## config.mk

```make
export PLATFORM = sky130hd
export DESIGN_NAME = beep_driver
export DESIGN_NICKNAME = d
export VERILOG_FILES = /design/src/rtl/beep_driver.sv
export SDC_FILE = /design/constraint.sdc
export NUM_CORES = 1
export LEC_CHECK = 0
export BUFFER_PORTS_ARGS = -buffer_cell sky130_fd_sc_hd__buf_2
export CAP_MARGIN = 20
export CORE_MARGIN = 2
export CORE_UTILIZATION = 56
export CTS_CLUSTER_DIAMETER = 30
export DETAILED_ROUTE_END_ITERATION = 12
export PLACE_DENSITY_LB_ADDON = 0.15
export SYNTH_ARGS = -nofsm -noshare
export SYNTH_HDL_FRONTEND = slang
export SYNTH_SLANG_ARGS = --single-unit
```

## constraint.sdc

```tcl
create_clock -name sys_clk -period 2.15 [get_ports sys_clk]
set_clock_uncertainty 0.2 [all_clocks]
set_input_delay 0.43 -clock sys_clk [delete_from_list [all_inputs] [get_ports sys_clk]]
set_output_delay 0.43 -clock sys_clk [all_outputs]
set_load 0.01 [all_outputs]
```

## src/rtl/beep_driver.sv

```systemverilog
// beep_driver: plays N tone bursts separated by silent gaps on a passive-buzzer pin, then pulses done.
// Build option BEEP_ABORT_EN adds an abort input that ends a running sequence early.
module beep_driver #(
  parameter logic [24:0] HALF_DIV0 = 25'd12500,
  parameter logic [24:0] HALF_DIV1 = 25'd8333,
  parameter logic [24:0] HALF_DIV2 = 25'd6250,
  parameter logic [24:0] HALF_DIV3 = 25'd5000,
  parameter logic [24:0] ON_CYC    = 25'd5000000,
  parameter logic [24:0] OFF_CYC   = 25'd5000000
) (
  input  logic       sys_clk,
  input  logic       sys_rst,
  input  logic       req,
  input  logic [1:0] tone_sel,
  input  logic [2:0] beep_num,
`ifdef BEEP_ABORT_EN
  input  logic       abort,
`endif
  output logic       beep,
  output logic       busy,
  output logic       done
);

  typedef enum logic [1:0] {
    S_IDLE = 2'd0,
    S_ON   = 2'd1,
    S_OFF  = 2'd2,
    S_DONE = 2'd3
  } state_t;

  state_t      state_q, state_d;
  logic [1:0]  tone_q, tone_d;
  logic [2:0]  rem_q, rem_d;
  logic [24:0] tone_cnt_q, tone_cnt_d;
  logic [24:0] dur_cnt_q, dur_cnt_d;
  logic        beep_q, beep_d;
  logic        busy_q, busy_d;
  logic        done_q, done_d;
  logic [24:0] half_s;
  logic        abort_s;

`ifdef BEEP_ABORT_EN
  assign abort_s = abort;
`else
  assign abort_s = 1'b0;
`endif

  // Half-period of the tone latched at acceptance
  always_comb begin
    case (tone_q)
      2'd0:    half_s = HALF_DIV0;
      2'd1:    half_s = HALF_DIV1;
      2'd2:    half_s = HALF_DIV2;
      default: half_s = HALF_DIV3;
    endcase
  end

  // Next-state and next-output logic; outputs are computed one cycle ahead and registered
  always_comb begin
    state_d    = state_q;
    tone_d     = tone_q;
    rem_d      = rem_q;
    tone_cnt_d = tone_cnt_q;
    dur_cnt_d  = dur_cnt_q;
    beep_d     = 1'b0;
    busy_d     = 1'b0;
    done_d     = 1'b0;
    case (state_q)
      S_IDLE: begin
        if (req) begin
          tone_d     = tone_sel;
          rem_d      = beep_num;
          tone_cnt_d = 25'd0;
          dur_cnt_d  = 25'd0;
          if (beep_num == 3'd0) begin
            // Empty request: completion pulse only, never reported busy
            state_d = S_DONE;
            done_d  = 1'b1;
          end else begin
            state_d = S_ON;
            beep_d  = 1'b1;
            busy_d  = 1'b1;
          end
        end else begin
          state_d = S_IDLE;
        end
      end
      S_ON: begin
        busy_d = 1'b1;
        if (abort_s) begin
          state_d = S_DONE;
          done_d  = 1'b1;
        end else if (dur_cnt_q == ON_CYC - 25'd1) begin
          rem_d      = rem_q - 3'd1;
          dur_cnt_d  = 25'd0;
          tone_cnt_d = 25'd0;
          if (rem_q == 3'd1) begin
            state_d = S_DONE;
            done_d  = 1'b1;
          end else begin
            state_d = S_OFF;
          end
        end else begin
          dur_cnt_d = dur_cnt_q + 25'd1;
          if (tone_cnt_q == half_s - 25'd1) begin
            tone_cnt_d = 25'd0;
            beep_d     = ~beep_q;
          end else begin
            tone_cnt_d = tone_cnt_q + 25'd1;
            beep_d     = beep_q;
          end
        end
      end
      S_OFF: begin
        busy_d = 1'b1;
        if (abort_s) begin
          state_d = S_DONE;
          done_d  = 1'b1;
        end else if (dur_cnt_q == OFF_CYC - 25'd1) begin
          // Tone phase restarts high at the start of every burst
          state_d    = S_ON;
          dur_cnt_d  = 25'd0;
          tone_cnt_d = 25'd0;
          beep_d     = 1'b1;
        end else begin
          dur_cnt_d = dur_cnt_q + 25'd1;
        end
      end
      S_DONE: begin
        state_d = S_IDLE;
      end
      default: begin
        state_d = S_IDLE;
      end
    endcase
  end

  // State, counters and registered outputs with synchronous reset
  always_ff @(posedge sys_clk) begin
    if (sys_rst) begin
      state_q    <= S_IDLE;
      tone_q     <= 2'd0;
      rem_q      <= 3'd0;
      tone_cnt_q <= 25'd0;
      dur_cnt_q  <= 25'd0;
      beep_q     <= 1'b0;
      busy_q     <= 1'b0;
      done_q     <= 1'b0;
    end else begin
      state_q    <= state_d;
      tone_q     <= tone_d;
      rem_q      <= rem_d;
      tone_cnt_q <= tone_cnt_d;
      dur_cnt_q  <= dur_cnt_d;
      beep_q     <= beep_d;
      busy_q     <= busy_d;
      done_q     <= done_d;
    end
  end

  assign beep = beep_q;
  assign busy = busy_q;
  assign done = done_q;

endmodule

```

==> results.md, run 1 <==
* Outcome: finished with violations
* Failing checks: setup timing
* WHS at 0.159 ns
* Residual DRC at 0
* Vias in the first global route at 2768
* Met2 usage at 0.403
* Met1 GRT Util at 0.298
* CTS sink cnt at 60
* Storage cell area at 1210 sq um
* CTS HTree Levels at 3
* Leakage power at 1.68 nW
* CTS tree: done
* Met3 Usage GRT at 0.0571
* Hold Path Class: primary input to flop
* Setup crit start: tone_q[0]$_SDFFE_PP0P_
* Part of the power in registers at 0.364
* Root Driver: clkbuf_8
* Comb power frac at 0.364
* Final hold violations at 0
* Row count at 28
* GRT Max-Usage Layer: met2
* Share of cells above drive strength 1 at 0.347
* CP Class: flop to flop
* Pre-CTS WS at -0.117 ns
* Yosys reg bits at 60
* R2R Setup Slk at -0.21 ns
* Vias per cell at 5.64
* Initial drt markers at 179
* IO Port Bufs at 10
* Clk slew on worst S/H paths at 0.06 ns
* Worst skew pair latency at 0.34 ns
* Post-synth EDFFs at 0
* Simple-gate share of the synthesized area at 0.332
* Area fraction in compound gates after synthesis at 0.0937
* Die Width at 81.8 microns
* Register area share after synthesis at 0.354
* Avg Inst Size Synth at 8.66 sq um
* Finished Core Util at 0.753
* Final WS setup at -0.205 ns
* Mapped cell area at 3390 sq um
* Fin crit share at 1.10
* Ports at 11
* # Max-Cap Violations at 0
* Area Overhead vs Synth at 30.6%
* Sw frac at 0.333
* DR WL/cell at 15.2 microns
* Net count reported at finish at 493
* Library cells used by synthesis at 58
* Least-Margin Pin Slew at 0.385 ns
* Largest family of logic cells by synthesized area: simple AND/OR/NAND/NOR gates
* FILL cells at 416
* CP Data Arrival Time at 2.38 ns
* Top_reg_cell synth: dfxtp_1
* Worst Setup EP: tone_cnt_q[13]$_SDFFE_PP0P_
* Final slew viol count at 0
* Crit start category: flop
* CTS Buffer Depth at 2
* Syn Inst Count at 392
* Kind of end point of the critical path: flop
* Post-synthesis mux area share at 0.0122
* Detailed Route WL at 8360 microns
* Worst reg2reg path depth at 9
* Starting density of the core at 0.577
* Largest net degree at the start of global routing at 25
* CP max FO at 7
* Total congestion overflow at 0
* Reg-to-Reg Start: tone_q[0]$_SDFFE_PP0P_
* Clock power share at 0.271
* Num CTS Buffers at 9
* Final Critical Period at 2.36 ns
* DRT Pass-1 Iters at 4
* Setup Viol. Count Final at 26
* Final antenna-violating net count at 0
* Initial antenna violation count at 0
* RSZ-0062 raised after global routing: yes
* Core area at 5890 sq um
* DP HPWL at 5460 microns
* Vias at 3090
* Vert. Die Dim at 81.8 microns
* Post-synthesis xor/xnor area fraction at 0.106
* Synth Net Count at 416
* GP Congestion at 0.820
* Fmax at 425 MHz
* P_sw at 0.00114 W
* Syn. warnings at 0
* First-pass GRT wire length at 12400 microns
* Int Power at 0.00228 W
* Adder-cell share of the synthesized area at 0.0590
* N_diodes at 0
* Max VDD drop at 0.000619 V
* Worst r2r dst: tone_cnt_q[13]$_SDFFE_PP0P_
* Power density over the cells at 772 nW/um^2
* CP Data Required Time at 2.17 ns
* Total power at 0.00342 W
* Ys async rst share at 0
* Worst rel slew slack at 0.743
* Area of the multi-input gates at 2270 sq um
* Global-route usage over all layers at 0.241
* Full die area at 6700 sq um
[power by group through the flow]
stage	Combinational (W)	Sequential (W)	Clock, W
3_3_place_gp	0.00103	0.00126	0
3_5_place_dp	0.00105	0.00126	0
6_report	0.00125	0.00125	0.000928
4_1_cts	0.00108	0.00124	0.000952
5_1_grt	0.00134	0.00125	0.000995
2_1_floorplan	0.000691	0.00126	0
[Yosys cell counts (3+ instances only)]
master	n	area, sq um
nand4_1	18	113
and4_1	5	43.8
nand3_1	26	130
nor4_1	5	31.3
nor2_1	48	180
xnor2_1	17	149
nand2b_1	3	18.8
dfxtp_1	60	1200
o21ai_0	6	30.0
and3_1	10	62.6
buf_4	3	22.5
nor3_1	13	65.1
xor2_1	24	210
o22ai_1	3	18.8
a21oi_1	19	95.1
nand2_1	26	97.6
mux2i_1	3	30.0
ha_1	16	200
inv_1	15	56.3
nor2_2	20	125
buf_2	4	20.0
[state kept, by name (all words and copies together), names as in the netlist]
register,flops
dur_cnt_q,25
tone_cnt_q,25
rem_q,3
state_q,2
tone_q,2
beep,1
busy,1
done,1
[through the flow]
step / TNS (ns) / cells / area (sq um)
2_1_floorplan: -0.157 / 392 / 3440
3_3_place_gp: -1.71 / 528 / 3990
3_5_place_dp: -2.53 / 528 / 3990
4_1_cts: -2.54 / 544 / 4210
5_1_grt: -6.77 / 548 / 4430
6_report: -4.79 / 548 / 4430
[layout by cell type, fill, tap and decap left out, types with 5 or more instances in the layout]
cell type,instances
dfxtp_1,56
nor2_1,47
ha_4,6
inv_1,11
ha_1,8
buf_2,10
buf_4,61
nor2_2,17
nand3_1,25
and4_1,5
and3_1,9
nor2_4,5
xnor2_1,16
nand4_1,18
o21ai_0,5
nand2_1,24
a21oi_1,17
clkbuf_8,10
nor3_1,13
xor2_1,22
[layer usage]
| metal | wire (microns) | share of wire |
|---|---|---|
| met5 | 0 | 0 |
| met4 | 152 | 0.018 |
| met2 | 4260 | 0.51 |
| met3 | 343 | 0.041 |
| met1 | 3600 | 0.43 |
[worst max-delay path, stage by stage, from the launching register on]
cell and delay [ns]:
dfxtp_4 0.40, inv_6 0.06, ha_4 0.16, xor2_1 0.17
nand3_1 0.11, or4_4 0.55, o21ai_2 0.13, a221o_2 0.25
clkbuf_16 0.19, nor2_2 0.04
[final cells by class]
class,instances,share of cell area
repair buffers,77,0.139
inverters,15,0.0150
multi-input cells,306,0.511
clock buffers,14,0.0392
well taps,75,0.0212
flip-flops and latches,60,0.273
clock inverters,1,0.00113
[logic make-up (layout without fill, tap and decap cells)]
group,count (synthesis),after routing
DFF,60,60
AOI/OAI and AO/OA,48,48
muxes,4,4
adders and majority gates,16,16
xor gates and xnor gates,41,41
and+or+nand+nor,197,197
buffers and inverters,26,107
[timing repair]
item,4_1_cts,5_1_grt
gates resized for setup,9,33
hold buffers,0,0
pin swaps,4,22
setup buffers,1,3
setup endpoints to repair,29,44
gates cloned,0,1
[how the worst min path moves through the flow]
stage	start	to	slack, ns	cells after the start
3_3_place_gp	rem_q[2]$_SDFFE_PP0P_	rem_q[2]$_SDFFE_PP0P_	0.27	2
6_report	tone_sel[1]	tone_q[1]$_SDFFE_PP0P_	0.16	3
3_5_place_dp	rem_q[2]$_SDFFE_PP0P_	rem_q[2]$_SDFFE_PP0P_	0.27	2
2_1_floorplan	rem_q[2]$_SDFFE_PP0P_	rem_q[2]$_SDFFE_PP0P_	0.24	2
5_1_grt	tone_sel[1]	tone_q[1]$_SDFFE_PP0P_	0.15	3
4_1_cts	tone_sel[1]	tone_q[1]$_SDFFE_PP0P_	0.13	3
No activity file was read; power rests on OpenSTA's default activity.
==> run 2, diff against run 1 <==
Settings changed: CORE_UTILIZATION 56 to 50, REMOVE_ABC_BUFFERS from default to 1.
Clock period 2.15 ns to 2.25 ns, I/O delays scaled along.
==> run 2 against run 1 <==
  * The flow still finishes with violations (setup timing)
  * Via count shrank 5.1%
  * Critical path depth is the same
  * Worst hold slack got worse by 0.0045 ns
  * First-iteration DRC count fell by 18%
  * Register-to-register slack better by 0.13 ns
  * Routed wire length is 8.5% lower
  * Utilization decreased by 14 points
  * Critical endpoint is now tone_cnt_q[11]$_SDFFE_PP0P_
  * Largest power group unchanged
  * Highest routed layer unchanged
==> results.md, run 2 (synthesized netlist as in run 1, its figures left out) <==
* Outcome: finished with violations
* Failing checks: setup timing
* DR WL/cell at 14.6 microns (-4.4%)
* Finished Core Util at 0.618 (-0.135)
* Initial drt markers at 146 (-18%)
* IO Port Bufs at 10 (unchanged)
* Power density over the cells at 759 nW/um^2 (-1.6%)
* Core area at 6680 sq um (+14%)
* Cell Chain, Critical Path: buf_6 > ha_2 > o21bai_4 > xnor2_1 > or4_4 > o21ai_2 > a221o_2 > buf_12 > nor2_2
* Max stage delay on crit path at 0.53 ns (-0.02 ns)
* Detailed Route WL at 7650 microns (-8.5%)
* Commonest non-fill, non-tap cells in the layout: dfxtp_1 (58), nor2_1 (46), buf_4 (32)
* Vert. Die Dim at 86.4 microns (+5.5%)
* Vias in the first global route at 2668 (-3.6%)
* Root Driver: clkbuf_8
* Fin crit share at 1.03 (-0.0637)
* CTS HTree Levels at 3 (unchanged)
* CP Data Arrival Time at 2.35 ns (-0.03 ns)
* Total congestion overflow at 0 (unchanged)
* Setup crit start: tone_q[1]$_SDFFE_PP0P_
* Biggest regs: dur_cnt_q (25), tone_cnt_q (25), rem_q (3)
* Worst skew pair latency at 0.34 ns (about the same)
* Vias per cell at 5.58 (-0.96%)
* Setup Viol. Count Final at 23 (-12%)
* Worst reg2reg path depth at 9 (unchanged)
* CTS sink cnt at 60 (unchanged)
* Net count reported at finish at 465 (-5.7%)
* Initial antenna violation count at 0 (unchanged)
* Int Power at 0.00208 W (-9.0%)
* Residual DRC at 0 (unchanged)
* Hold Path Depth at 3 (unchanged)
* Post-route design area at 4130 sq um (-6.9%)
* DRT Pass-1 Iters at 4 (unchanged)
* DP HPWL at 5310 microns (-2.8%)
* Area Overhead vs Synth at 21.6%
* Worst Setup EP: tone_cnt_q[11]$_SDFFE_PP0P_
* CTS tree: done
* Post CTS Setup Buffer Count at 0 (-1)
* P_sw at 0.00106 W (-7.2%)
* Sw frac at 0.337 (+0.00432)
* CP Data Required Time at 2.28 ns (+0.11 ns)
* Share of cells above drive strength 1 at 0.285 (-0.0613)
* Placed Area at 3790 sq um (-5.1%)
* N_diodes at 0 (unchanged)
* Final Critical Period at 2.32 ns (-0.0339 ns)
* Kind of end point of the critical path: flop
* Final slew viol count at 0 (unchanged)
* Max VDD drop at 0.000607 V (-1.9%)
* FILL cells at 598 (+44%)
* RSZ-0062 raised after global routing: yes
* # Max-Cap Violations at 0 (unchanged)
* Comb power frac at 0.349 (-0.015)
* Vias at 2932 (-5.1%)
* Largest net degree at the start of global routing at 26 (+4.0%)
* First-pass GRT wire length at 12400 microns (+0.67%)
* CP Class: flop to flop
* Die Width at 86.4 microns (+5.5%)
* Pre-CTS WS at -0.103 ns (+0.0143 ns)
* WP buf/inv at 2 (unchanged)
* Fmax at 431 MHz (+1.5%)
* GP Congestion at 0.808 (-1.5%)
* CP max stage cell: or4_4
* Final hold violations at 0 (unchanged)
* Top Family by Delay on Critical Path: simple AND/OR/NAND/NOR gates
* Worst path depth at 9 (unchanged)
* Reg-to-Reg Start: tone_q[1]$_SDFFE_PP0P_
* R2R Setup Slk at -0.07 ns (+0.13 ns)
* Worst rel slew slack at 0.749 (+0.00616)
* Final WS setup at -0.0712 ns (+0.134 ns)
* Worst r2r dst: tone_cnt_q[11]$_SDFFE_PP0P_
* Crit start category: flop
* Final antenna-violating net count at 0 (unchanged)
* Starting density of the core at 0.508 (-0.0687)
* Global-route usage over all layers at 0.211 (-0.0305)
* Num CTS Buffers at 9 (unchanged)
* Most common cell after layout, fill and taps aside: dfxtp_1
* Full die area at 7460 sq um (+11%)
* Least-Margin Pin Slew at 0.375 ns (-0.00920 ns)
* CTS Buffer Depth at 2 (unchanged)
* Clock power share at 0.274 (+0.003)
* Ports at 11 (unchanged)
* Clk slew on worst S/H paths at 0.07 ns (about the same)
* Leakage power at 1.53 nW (-9.1%)
* Part of the power in registers at 0.377 (+0.013)
* CP max FO at 12 (+5)
* Hold Path Class: primary input to flop
* Row count at 30 (+7.1%)
## run 2: cell count changes in the layout (fill, tap and decap cells not counted), sizes merged
cell,before,now
buf,76,48
clkbuf,15,14
clkinv,1,2
## run 2: power groups by stage
stage,clock [W],sequential [W],combinational [W]
after floorplan,0,0.00120,0.000555
after global placement,0,0.00120,0.000938
after detailed placement,0,0.00120,0.000951
after CTS,0.000883,0.00118,0.000975
after global routing,0.000930,0.00119,0.00120
final,0.000859,0.00118,0.00109
## run 2: metrics by stage
stage	hold slack [ns]	setup TNS (ns)	cells	total power (W)
floorplan	0.237	-5.58	381	0.00176
global placement	0.251	-0.885	509	0.00214
detailed placement	0.265	-2.00	509	0.00215
CTS	0.147	-0.859	524	0.00304
global route	0.163	-3.50	525	0.00332
finish	0.154	-1.35	525	0.00313
## run 2: worst min path at each step
stage,start,to,slack [ns]
2_1_floorplan,rem_q[2]$_SDFFE_PP0P_,rem_q[2]$_SDFFE_PP0P_,0.24
6_report,tone_sel[1],tone_q[1]$_SDFFE_PP0P_,0.15
4_1_cts,tone_sel[1],tone_q[1]$_SDFFE_PP0P_,0.15
5_1_grt,tone_sel[1],tone_q[1]$_SDFFE_PP0P_,0.16
3_3_place_gp,rem_q[2]$_SDFFE_PP0P_,rem_q[2]$_SDFFE_PP0P_,0.25
3_5_place_dp,rem_q[2]$_SDFFE_PP0P_,rem_q[2]$_SDFFE_PP0P_,0.26
## run 2: what timing repair did
action,CTS,global route
cloned,0,1
pin swaps,2,6
hold buffers,0,0
resized for setup,12,27
endpoints found under the setup margin,29,38
## run 2: layer usage
| layer | up-vias | global-route usage | share of wire |
|---|---|---|---|
| met3 | 13 | 0.0552 | 0.035 |
| met4 | 0 | 0.0696 | 0.016 |
| li1 | 1484 | - | - |
| met5 | - | 0 | 0 |
| met2 | 53 | 0.349 | 0.49 |
| met1 | 1382 | 0.267 | 0.46 |
## run 2: layout make-up
type	count	area [sq um]	area share
Clock inverter	2	10.0	0.00243
Timing Repair Buffer	49	418	0.101
Multi-Input combinational cell	306	2170	0.526
Inverter	15	61.3	0.0149
Sequential cell	60	1210	0.293
Tap cell	80	100	0.0243
Clock buffer	13	159	0.0385
## run 2: worst reg2reg max path: cells and delay by family, from the launching register on
kind,cells,cell delay [ns]
fa+ha+maj,1,0.15
compound gates,3,0.51
xor+xnor,1,0.13
simple gates,2,0.58
buf+inv,2,0.28
flops,1,0.36
